`config.mk`:
```
export PLATFORM = sky130hd
export DESIGN_NAME = button_conditioner_flat
export DESIGN_NICKNAME = d
export VERILOG_FILES = /design/src/rtl/button_conditioner_if.sv /design/src/rtl/button_conditioner.sv /design/src/flat_wrapper.sv
export SDC_FILE = /design/constraint.sdc
export NUM_CORES = 1
export LEC_CHECK = 0
export BUFFER_PORTS_ARGS = -buffer_cell sky130_fd_sc_hd__buf_4
export CAP_MARGIN = 40
export CORE_ASPECT_RATIO = 0.9
export CORE_UTILIZATION = 50
export CTS_CLUSTER_SIZE = 20
export DETAILED_ROUTE_END_ITERATION = 6
export GPL_ROUTABILITY_DRIVEN = 0
export PLACE_DENSITY_LB_ADDON = 0.25
export SLEW_MARGIN = 15
export SYNTH_ARGS = -nofsm -noshare
export SYNTH_HDL_FRONTEND = slang
export SYNTH_SLANG_ARGS = --single-unit
```
`constraint.sdc`:
```
create_clock -name clk -period 2.9 [get_ports clk]
set_clock_uncertainty 0.15 [all_clocks]
set_input_delay 0.145 -clock clk [delete_from_list [all_inputs] [get_ports clk]]
set_output_delay 0.145 -clock clk [all_outputs]
set_load 0.005 [all_outputs]
```
`src/rtl/button_conditioner_if.sv`:
```
// -----------------------------------------------------------------------------
// button_conditioner_if
//
// Purpose:
//   Groups the board-side raw inputs and the cleaned outputs of the button
//   conditioner into one bundle.
//
// Signals:
//   btn_start_raw     raw start push button (1 = pressed)
//   btn_ld1_raw       raw player-1 load button
//   btn_ld2_raw       raw player-2 load button
//   toggle_switch_raw raw toggle switches [SW_W]
//   button_pulse      one-cycle pulse per accepted start press
//   ld1, ld2          one-cycle pulse per accepted load press
//   start_held        debounced start level
//   ld1_held          debounced ld1 level
//   ld2_held          debounced ld2 level
//   toggle_switch     2-FF synchronized switch value [SW_W]
//
// Modports:
//   master  board / pin side: drives the raw inputs, observes the results
//   slave   the conditioner itself
// -----------------------------------------------------------------------------
interface button_conditioner_if #(
    parameter int SW_W = 6
);
    logic            btn_start_raw;
    logic            btn_ld1_raw;
    logic            btn_ld2_raw;
    logic [SW_W-1:0] toggle_switch_raw;

    logic            button_pulse;
    logic            ld1;
    logic            ld2;
    logic            start_held;
    logic            ld1_held;
    logic            ld2_held;
    logic [SW_W-1:0] toggle_switch;

    modport master (
        output btn_start_raw, btn_ld1_raw, btn_ld2_raw, toggle_switch_raw,
        input  button_pulse, ld1, ld2, start_held, ld1_held, ld2_held,
               toggle_switch
    );

    modport slave (
        input  btn_start_raw, btn_ld1_raw, btn_ld2_raw, toggle_switch_raw,
        output button_pulse, ld1, ld2, start_held, ld1_held, ld2_held,
               toggle_switch
    );
endinterface

```
`src/rtl/button_conditioner.sv`:
```
// -----------------------------------------------------------------------------
// button_conditioner
//
// Purpose:
//   Front-end conditioner for the Scrambled Number SUM game. Turns the bouncy
//   start / load-1 / load-2 push buttons into synchronized, debounced,
//   single-cycle press pulses plus debounced "held" levels, and passes the
//   toggle switches through a two-flop synchronizer.
//
// Parameters:
//   DEBOUNCE_CYCLES  consecutive stable synchronized samples needed to accept
//                    a press or a release (minimum 2)
//   SW_W             toggle-switch bus width
//
// Ports:
//   clk   system clock
//   rst   asynchronous, active-low reset
//   bus   button_conditioner_if.slave (raw inputs in, conditioned signals out)
//
// Timing:
//   Raw button high from sampling edge 0 -> pulse high for the one cycle
//   following edge DEBOUNCE_CYCLES+2 (2 synchronizer edges, 1 edge to enter
//   PRESS_WAIT, DEBOUNCE_CYCLES-1 counting edges). Switches: 2-cycle latency,
//   not debounced.
// -----------------------------------------------------------------------------
module button_conditioner #(
    parameter int DEBOUNCE_CYCLES = 1000000,
    parameter int SW_W            = 6
) (
    input  logic                  clk,
    input  logic                  rst,
    button_conditioner_if.slave   bus
);

    localparam int NCH   = 3;
    localparam int CNT_W = $clog2(DEBOUNCE_CYCLES);
    localparam logic [CNT_W-1:0] CNT_MAX = CNT_W'(DEBOUNCE_CYCLES - 1);

    typedef enum logic [1:0] {
        IDLE,
        PRESS_WAIT,
        PRESSED,
        RELEASE_WAIT
    } chan_state_e;

    // Channel order: 0 = start, 1 = ld1, 2 = ld2.
    logic [NCH-1:0] btn_raw;
    logic [NCH-1:0] btn_meta_q;
    logic [NCH-1:0] btn_sync_q;
    logic [NCH-1:0] pulse;
    logic [NCH-1:0] held;

    logic [SW_W-1:0] sw_meta_q;
    logic [SW_W-1:0] sw_sync_q;

    assign btn_raw = {bus.btn_ld2_raw, bus.btn_ld1_raw, bus.btn_start_raw};

    // -------------------------------------------------------------------------
    // Two-flop synchronizers. Only btn_sync_q is ever seen by the channel FSMs.
    // -------------------------------------------------------------------------
    // NOTE: sequential state uses non-blocking assignments so every flop
    // samples the pre-edge value of its source; blocking here would collapse
    // the two synchronizer stages into one.
    always_ff @(posedge clk or negedge rst) begin
        if (!rst) begin
            btn_meta_q <= '0;
            btn_sync_q <= '0;
            sw_meta_q  <= '0;
            sw_sync_q  <= '0;
        end else begin
            btn_meta_q <= btn_raw;
            btn_sync_q <= btn_meta_q;
            sw_meta_q  <= bus.toggle_switch_raw;
            sw_sync_q  <= sw_meta_q;
        end
    end

    // -------------------------------------------------------------------------
    // Per-channel debounce FSM. Channels are identical and independent, so
    // simultaneous presses each produce their own pulse with no arbitration.
    // -------------------------------------------------------------------------
    for (genvar ch = 0; ch < NCH; ch++) begin : g_chan
        chan_state_e      state_q;
        logic [CNT_W-1:0] cnt_q;
        logic             pulse_q;
        logic             held_q;

        always_ff @(posedge clk or negedge rst) begin
            if (!rst) begin
                state_q <= IDLE;
                cnt_q   <= '0;
                pulse_q <= 1'b0;
                held_q  <= 1'b0;
            end else begin
                // Pulse is high only in the cycle right after acceptance.
                pulse_q <= 1'b0;

                case (state_q)
                    IDLE: begin
                        if (btn_sync_q[ch]) begin
                            state_q <= PRESS_WAIT;
                            cnt_q   <= '0;
                        end
                    end

                    PRESS_WAIT: begin
                        if (!btn_sync_q[ch]) begin
                            // Bounce before the window filled: drop it.
                            state_q <= IDLE;
                        end else if (cnt_q == CNT_MAX) begin
                            state_q <= PRESSED;
                            pulse_q <= 1'b1;
                            held_q  <= 1'b1;
                        end else begin
                            cnt_q <= cnt_q + 1'b1;
                        end
                    end

                    PRESSED: begin
                        if (!btn_sync_q[ch]) begin
                            state_q <= RELEASE_WAIT;
                            cnt_q   <= '0;
                        end
                    end

                    RELEASE_WAIT: begin
                        if (btn_sync_q[ch]) begin
                            // Release bounce: still the same press, no pulse.
                            state_q <= PRESSED;
                        end else if (cnt_q == CNT_MAX) begin
                            state_q <= IDLE;
                            held_q  <= 1'b0;
                        end else begin
                            cnt_q <= cnt_q + 1'b1;
                        end
                    end

                    default: begin
                        state_q <= IDLE;
                        held_q  <= 1'b0;
                    end
                endcase
            end
        end

        assign pulse[ch] = pulse_q;
        assign held[ch]  = held_q;
    end

    // -------------------------------------------------------------------------
    // Outputs
    // -------------------------------------------------------------------------
    assign bus.button_pulse  = pulse[0];
    assign bus.ld1           = pulse[1];
    assign bus.ld2           = pulse[2];
    assign bus.start_held    = held[0];
    assign bus.ld1_held      = held[1];
    assign bus.ld2_held      = held[2];
    assign bus.toggle_switch = sw_sync_q;

endmodule

```
`src/flat_wrapper.sv`:
```
// flat-port wrapper written by rule: the top's interface ports become plain ports
module button_conditioner_flat 
#(
    parameter int DEBOUNCE_CYCLES = 1000000,
    parameter int SW_W            = 6
)
  (clk, rst, bus_btn_start_raw, bus_btn_ld1_raw, bus_btn_ld2_raw, bus_toggle_switch_raw, bus_button_pulse, bus_ld1, bus_ld2, bus_start_held, bus_ld1_held, bus_ld2_held, bus_toggle_switch);
  button_conditioner_if #(.SW_W(SW_W)) bus_i ();
  input  logic clk;
  input  logic rst;
  input wire logic [$bits(bus_i.btn_start_raw)-1:0] bus_btn_start_raw;
  input wire logic [$bits(bus_i.btn_ld1_raw)-1:0] bus_btn_ld1_raw;
  input wire logic [$bits(bus_i.btn_ld2_raw)-1:0] bus_btn_ld2_raw;
  input wire logic [$bits(bus_i.toggle_switch_raw)-1:0] bus_toggle_switch_raw;
  output wire logic [$bits(bus_i.button_pulse)-1:0] bus_button_pulse;
  output wire logic [$bits(bus_i.ld1)-1:0] bus_ld1;
  output wire logic [$bits(bus_i.ld2)-1:0] bus_ld2;
  output wire logic [$bits(bus_i.start_held)-1:0] bus_start_held;
  output wire logic [$bits(bus_i.ld1_held)-1:0] bus_ld1_held;
  output wire logic [$bits(bus_i.ld2_held)-1:0] bus_ld2_held;
  output wire logic [$bits(bus_i.toggle_switch)-1:0] bus_toggle_switch;
  assign bus_i.btn_start_raw = bus_btn_start_raw;
  assign bus_i.btn_ld1_raw = bus_btn_ld1_raw;
  assign bus_i.btn_ld2_raw = bus_btn_ld2_raw;
  assign bus_i.toggle_switch_raw = bus_toggle_switch_raw;
  assign bus_button_pulse = bus_i.button_pulse;
  assign bus_ld1 = bus_i.ld1;
  assign bus_ld2 = bus_i.ld2;
  assign bus_start_held = bus_i.start_held;
  assign bus_ld1_held = bus_i.ld1_held;
  assign bus_ld2_held = bus_i.ld2_held;
  assign bus_toggle_switch = bus_i.toggle_switch;
  button_conditioner #(.DEBOUNCE_CYCLES(DEBOUNCE_CYCLES), .SW_W(SW_W)) u_core (.clk(clk), .rst(rst), .bus(bus_i));
endmodule
```
After elaboration in Yosys (flattened, before gate mapping)
Cells that the tools add are included.
{"block": "word_totals", "ff_bits": 90, "out_inout_bits": 12}
{"block": "classes", "add_sub_neg": 3, "n_eq_ne": 36, "muxes": 63, "n_reduce_logical": 15}
{"cell": "two-way mux 20 bit", "count": 15}
{"cell": "one-hot mux 20 bit (4 select lines)", "count": 3}
{"cell": "adder 20 x 1 -> 20 bit (second input constant)", "count": 3}
{"cell": "== test 20 bit (second input constant)", "count": 3}
{"cell": "two-way mux 2 bit", "count": 18}
{"cell": "!= test 2 x 1 -> 1 bit (second input constant)", "count": 12}
{"cell": "one-hot mux 2 bit (4 select lines)", "count": 3}
{"cell": "AND reduction 4 bit", "count": 6}
{"cell": "two-way mux 1 bit", "count": 21}
{"cell": "AND reduction 5 bit", "count": 3}
{"cell": "== test 2 bit (second input constant)", "count": 6}
{"cell": "!= test 2 bit (second input constant)", "count": 6}
{"cell": "!= test 3 x 1 -> 1 bit (second input constant)", "count": 3}
{"cell": "!= test 3 bit (second input constant)", "count": 3}
{"cell": "== test 2 x 1 -> 1 bit (second input constant)", "count": 3}
{"cell": "logical NOT 2 bit", "count": 3}
{"cell": "one-hot mux 1 bit (2 select lines)", "count": 3}
{"cell": "nonzero test 2 bit", "count": 3}

Longest topological paths before layout
{"block": "logic_depth", "ltp_word": 4, "depth_mapped": 8, "ltp_nobuf": 6}

Worst setup path before layout
OpenSTA, ideal clock, no wires.
{"block": "synth_path", "path_kind": "flip-flop to flip-flop", "start": "reg u_core.g_chan[0].cnt_q[12]", "end": "reg u_core.g_chan[0].cnt_q[18]", "setup_ns": 0.124, "arrival_time_ns": 2.090, "t_required_ns": 2.626, "setup_slack_ns": 0.536, "stages_incl_launch_ff": 8, "path_cell_list": "dfrtp_1 buf_6 or4b_1 or4_4 o21ai_2 buf_6 nor4b_1 a211o_1"}
{"block": "synth_via", "elab_chain_len": 4, "elab_cells_between_ends": 6, "cone_classes": "add/sub (1); eq/ne (1); mux (4)"}
{"element": "start, declared", "line_no": "button_conditioner.sv:84", "rtl": "logic [CNT_W-1:0] cnt_q;"}
{"element": "start signal, assigned", "line_no": "button_conditioner.sv:115", "rtl": "cnt_q <= cnt_q + 1'b1;"}
{"element": "start signal, assigned", "line_no": "button_conditioner.sv:134", "rtl": "cnt_q <= cnt_q + 1'b1;"}
{"element": "adder 20 x 1 -> 20 bit or == test 20 bit (tied branches)"}
{"element": "two-way mux 20 bit *", "line_no": "button_conditioner.sv:110, button_conditioner.sv:130"}
{"element": "two-way mux 20 bit (on tied branches)", "line_no": "button_conditioner.sv:127, button_conditioner.sv:107"}
{"element": "one-hot mux 20 bit (4 select lines) *", "line_no": "button_conditioner.sv:98", "rtl": "case (state_q)"}
Mark *: on every way between the ends. The rest lies on a longest branch, timed or not. The select of a mux whose other input is x is not followed.
A chain may end at the register's enable or synchronous reset.

Final worst setup path
Same ends and word-level chain as after synthesis.

==> impl_summary.log <==
[metrics] number of enable-type register cells in the synthesized netlist: 0
[metrics] violation count after the first detailed-route iteration: 117
[metrics] class of the most critical setup path: reg -> reg
[metrics] type of the worst min-delay path: in -> async
[metrics] largest fanout on the critical path: 11
[metrics] capture instance of the worst register-to-register path: u_core.g_chan[0].cnt_q[18]$_DFFE_PN0P_
[metrics] # H-tree levels: 3
[metrics] Clock Sink Count: 90
[metrics] Seq cells post-synth: 90
[metrics] via count of the first global-routing pass: 3215
[metrics] sum of negative setup slack: 0 ns
[metrics] Required @ worst endpoint: 2.99 ns
[metrics] WL/cell: 14.31 um
[metrics] # port buffers: 22
[metrics] layout filler cell count: 701
[metrics] Post-Syn Nets: 446
[metrics] data arrival time of the worst path: 2.69 ns
[metrics] unrepaired setup endpoints after global routing: no
[metrics] PostCTS Resize Cnt: 0
[metrics] slack of the worst reg-to-reg path: 0.30 ns
[metrics] number of maximum-capacitance constraint violations: 0
[metrics] outcome: completed
[metrics] core region area: 8223 sq um
[metrics] die span in y: 90.37 um
[metrics] number of distinct library cell variants in the gate-level netlist after synthesis: 47
[metrics] top-area cell type share of the netlist area: 0.5192
[metrics] fraction of final layout cells with drive strength greater than 1: 0.1347
[metrics] most frequent standard cell in the layout excluding fill and tap cells: sky130_fd_sc_hd__dfrtp_1
[metrics] post-route DRC violation count: 0
[metrics] Synth Warn #: 0
[metrics] clock latency of the later-clocked register in the worst-skew pair: 0.36 ns
[metrics] remaining max-slew budget at the tightest pin: 0.5284
[metrics] synthesized instance count: 432
[metrics] Core Rows: 31
[metrics] Static Leak: 2.174 nW
[metrics] mean area per synthesized cell: 10.04 sq um
[metrics] number of antenna diodes: 0
[metrics] starting density of the core: 0.5275
[metrics] vias per std cell: 5.692
[metrics] Worst Setup Start Kind: flop
[metrics] global-route total usage across every layer: 0.2075
[metrics] Worst R2R Path Depth: 5
[metrics] Crit. End Element: flop
[metrics] post-layout instance count excluding filler cells: 590
[metrics] clk slew on worst S/H paths: 0.08 ns
[metrics] pin count of the biggest net entering global routing: 52
[metrics] Min Clock Period, post-route: 2.599 ns
[metrics] post-detailed-placement half-perimeter wirelength: 5685 um
[metrics] Routed Wire Length: 8441 um
[metrics] first-pass GRT wire length: 14960 um
[metrics] proportion of synthesized flip-flops having asynchronous set or reset: 1.000
[metrics] TritonCTS clock tree: built
[metrics] final hold slack: 0.1528 ns
[metrics] Max VDD drop: 0.0003476 V
[metrics] number of buffers added by the clock tree synthesis step: 9
[metrics] final-report max-slew violation count: 0
[metrics] power density of the placed cells: 491.0 nW/um^2
[metrics] width of the chip: 100.2 um
[metrics] leading register cell type out of synthesis: sky130_fd_sc_hd__dfrtp_1
[metrics] buffers inserted during post-CTS setup optimization: 0
[metrics] Cell Area, Synth: 4338 sq um
[metrics] Setup violations, final: 0
[metrics] number of failing hold endpoints at the final stage: 0
[metrics] worst slew pin tran: 0.7010 ns
[metrics] share of the clock period used by the worst path: 0.8961
[metrics] count of placed standard cells including taps: 564
[metrics] number of antenna violations at the first check in global routing: 0
[metrics] clock buffer depth: 2
[metrics] Root Driver: sky130_fd_sc_hd__clkbuf_8
[metrics] top cells by area in the synthesized netlist: sky130_fd_sc_hd__dfrtp_1, sky130_fd_sc_hd__nand2_1, sky130_fd_sc_hd__nor2_1
[metrics] aggregate global routing overflow: 0
[metrics] net count of the finished layout: 484
[metrics] part of the Yosys area used for sequential elements: 0.5192
[metrics] I/O pins: 23
[metrics] area added between synthesis and finish: 15.20%
[metrics] launching point of the worst reg2reg path: u_core.g_chan[0].cnt_q[12]$_DFFE_PN0P_
[metrics] dominant cell type by area after synthesis: sky130_fd_sc_hd__dfrtp_1
[metrics] highest achievable clock rate: 0.3848 GHz
[metrics] via total after detailed routing: 3358
[metrics] die area: 9053 sq um
[metrics] Routed Antenna Nets: 0
[metrics] number of iterations in the first detailed-routing pass: 4
[metrics] leading cell types in the layout, fill and taps excluded: sky130_fd_sc_hd__dfrtp_1, sky130_fd_sc_hd__nand2_1, sky130_fd_sc_hd__nor2_1
how the worst max path moves through the flow:
stage	start	endpoint	slack [ns]	depth (start not counted)
detailed placement	u_core.g_chan[0].cnt_q[12]$_DFFE_PN0P_	u_core.g_chan[0].cnt_q[18]$_DFFE_PN0P_	0.32	5
global placement	u_core.g_chan[0].cnt_q[12]$_DFFE_PN0P_	u_core.g_chan[0].cnt_q[18]$_DFFE_PN0P_	0.39	5
CTS	u_core.g_chan[0].cnt_q[12]$_DFFE_PN0P_	u_core.g_chan[0].cnt_q[18]$_DFFE_PN0P_	0.32	5
finish	u_core.g_chan[0].cnt_q[12]$_DFFE_PN0P_	u_core.g_chan[0].cnt_q[18]$_DFFE_PN0P_	0.30	5
global route	u_core.g_chan[0].cnt_q[12]$_DFFE_PN0P_	u_core.g_chan[0].cnt_q[1]$_DFFE_PN0P_	0.17	6
floorplan	u_core.g_chan[0].cnt_q[12]$_DFFE_PN0P_	u_core.g_chan[0].cnt_q[18]$_DFFE_PN0P_	0.54	7
worst max-delay path, cell delays in order (launching register included):
cell and delay [ns]:
sky130_fd_sc_hd__dfrtp_1 0.46, sky130_fd_sc_hd__or4b_1 0.53, sky130_fd_sc_hd__or4_4 0.56, sky130_fd_sc_hd__o21ai_2 0.40, sky130_fd_sc_hd__nor4b_1 0.11, sky130_fd_sc_hd__a211o_1 0.27
per-stage QoR:
| stage | utilization | worst slack (ns) | power, mW | cell area [sq um] |
|---|---|---|---|---|
| 6_report | 0.6077 | 0.3013 | 2.454 | 4997 |
| 5_1_grt | 0.6077 | 0.1723 | 2.564 | 4997 |
| 4_1_cts | 0.6077 | 0.3176 | 2.488 | 4997 |
| 3_5_place_dp | 0.5666 | 0.3178 | 1.491 | 4659 |
| 3_3_place_gp | 0.5633 | 0.3908 | 1.482 | 4632 |
| 2_1_floorplan | - | 0.5356 | 1.418 | 4338 |
synthesized netlist by cell type (all sizes together) (10+ instances only):
cell type / n
nand2: 44
nand3: 24
xnor2: 13
nand4: 11
clkbuf: 10
xor2: 15
dfrtp: 90
a22o: 14
a21oi: 13
nor3: 14
inv: 14
o21ai: 23
nor2: 39
per-layer routing:
metal	track usage	wire, um	share of wire	up-vias
li1	-	-	-	1649
met1	0.2738	4071	0.48	1653
met2	0.3299	4042	0.48	52
met3	0.04954	245	0.029	4
met4	0.07971	80	0.0095	0
met5	0	0	0	-
cell type report:
cell class / count / area, sq um / share of cell area
Clock inverter: 4 / 72.57 / 0.01452
Inverter: 14 / 52.55 / 0.01052
Multi-Input combinational cell: 315 / 1966 / 0.3933
Clock buffer: 12 / 165.2 / 0.03305
Tap cell: 115 / 143.9 / 0.02879
Sequential cell: 90 / 2252 / 0.4507
Timing Repair Buffer: 40 / 345.3 / 0.06910
cells by family after synthesis:
kind of cell             Yosys count  share of synthesized area
flip-flops                        90                     0.5192
XOR/XNOR                          28                    0.05653
AND/OR/NAND/NOR                  204                     0.2596
buffers and inverters             27                    0.02769
adder cells (fa/ha/maj)            3                   0.008654
multiplexers                       6                    0.01557
AO/OA/AOI/OAI                     74                     0.1128
power breakdown:
part / internal [mW] / total [mW] / leakage (nW) / switching (mW)
registers: 1.29 / 1.33 / 1.20 / 0.0391
clock network: 0.554 / 0.979 / 0.119 / 0.424
logic: 0.0654 / 0.144 / 0.854 / 0.0787
total: 1.91 / 2.45 / 2.17 / 0.542
state kept, by name, indices dropped and copies added, names as in the netlist, named ones only:
signal,flops
u_core.g_chan.cnt_q,60
u_core.bus.toggle_switch,6
u_core.sw_meta_q,6
u_core.btn_meta_q,3
u_core.btn_sync_q,3
u_core.g_chan.state_q,3
u_core.bus.button_pulse,1
u_core.bus.ld1,1
u_core.bus.ld1_held,1
u_core.bus.ld2,1
u_core.bus.ld2_held,1
u_core.bus.start_held,1
repair_timing:
item	4_1_cts	5_1_grt
hold buffers	10	0
hold endpoints to repair	48	0
endpoints found under the setup margin	0	0
(Power assumes the default switching activity.)
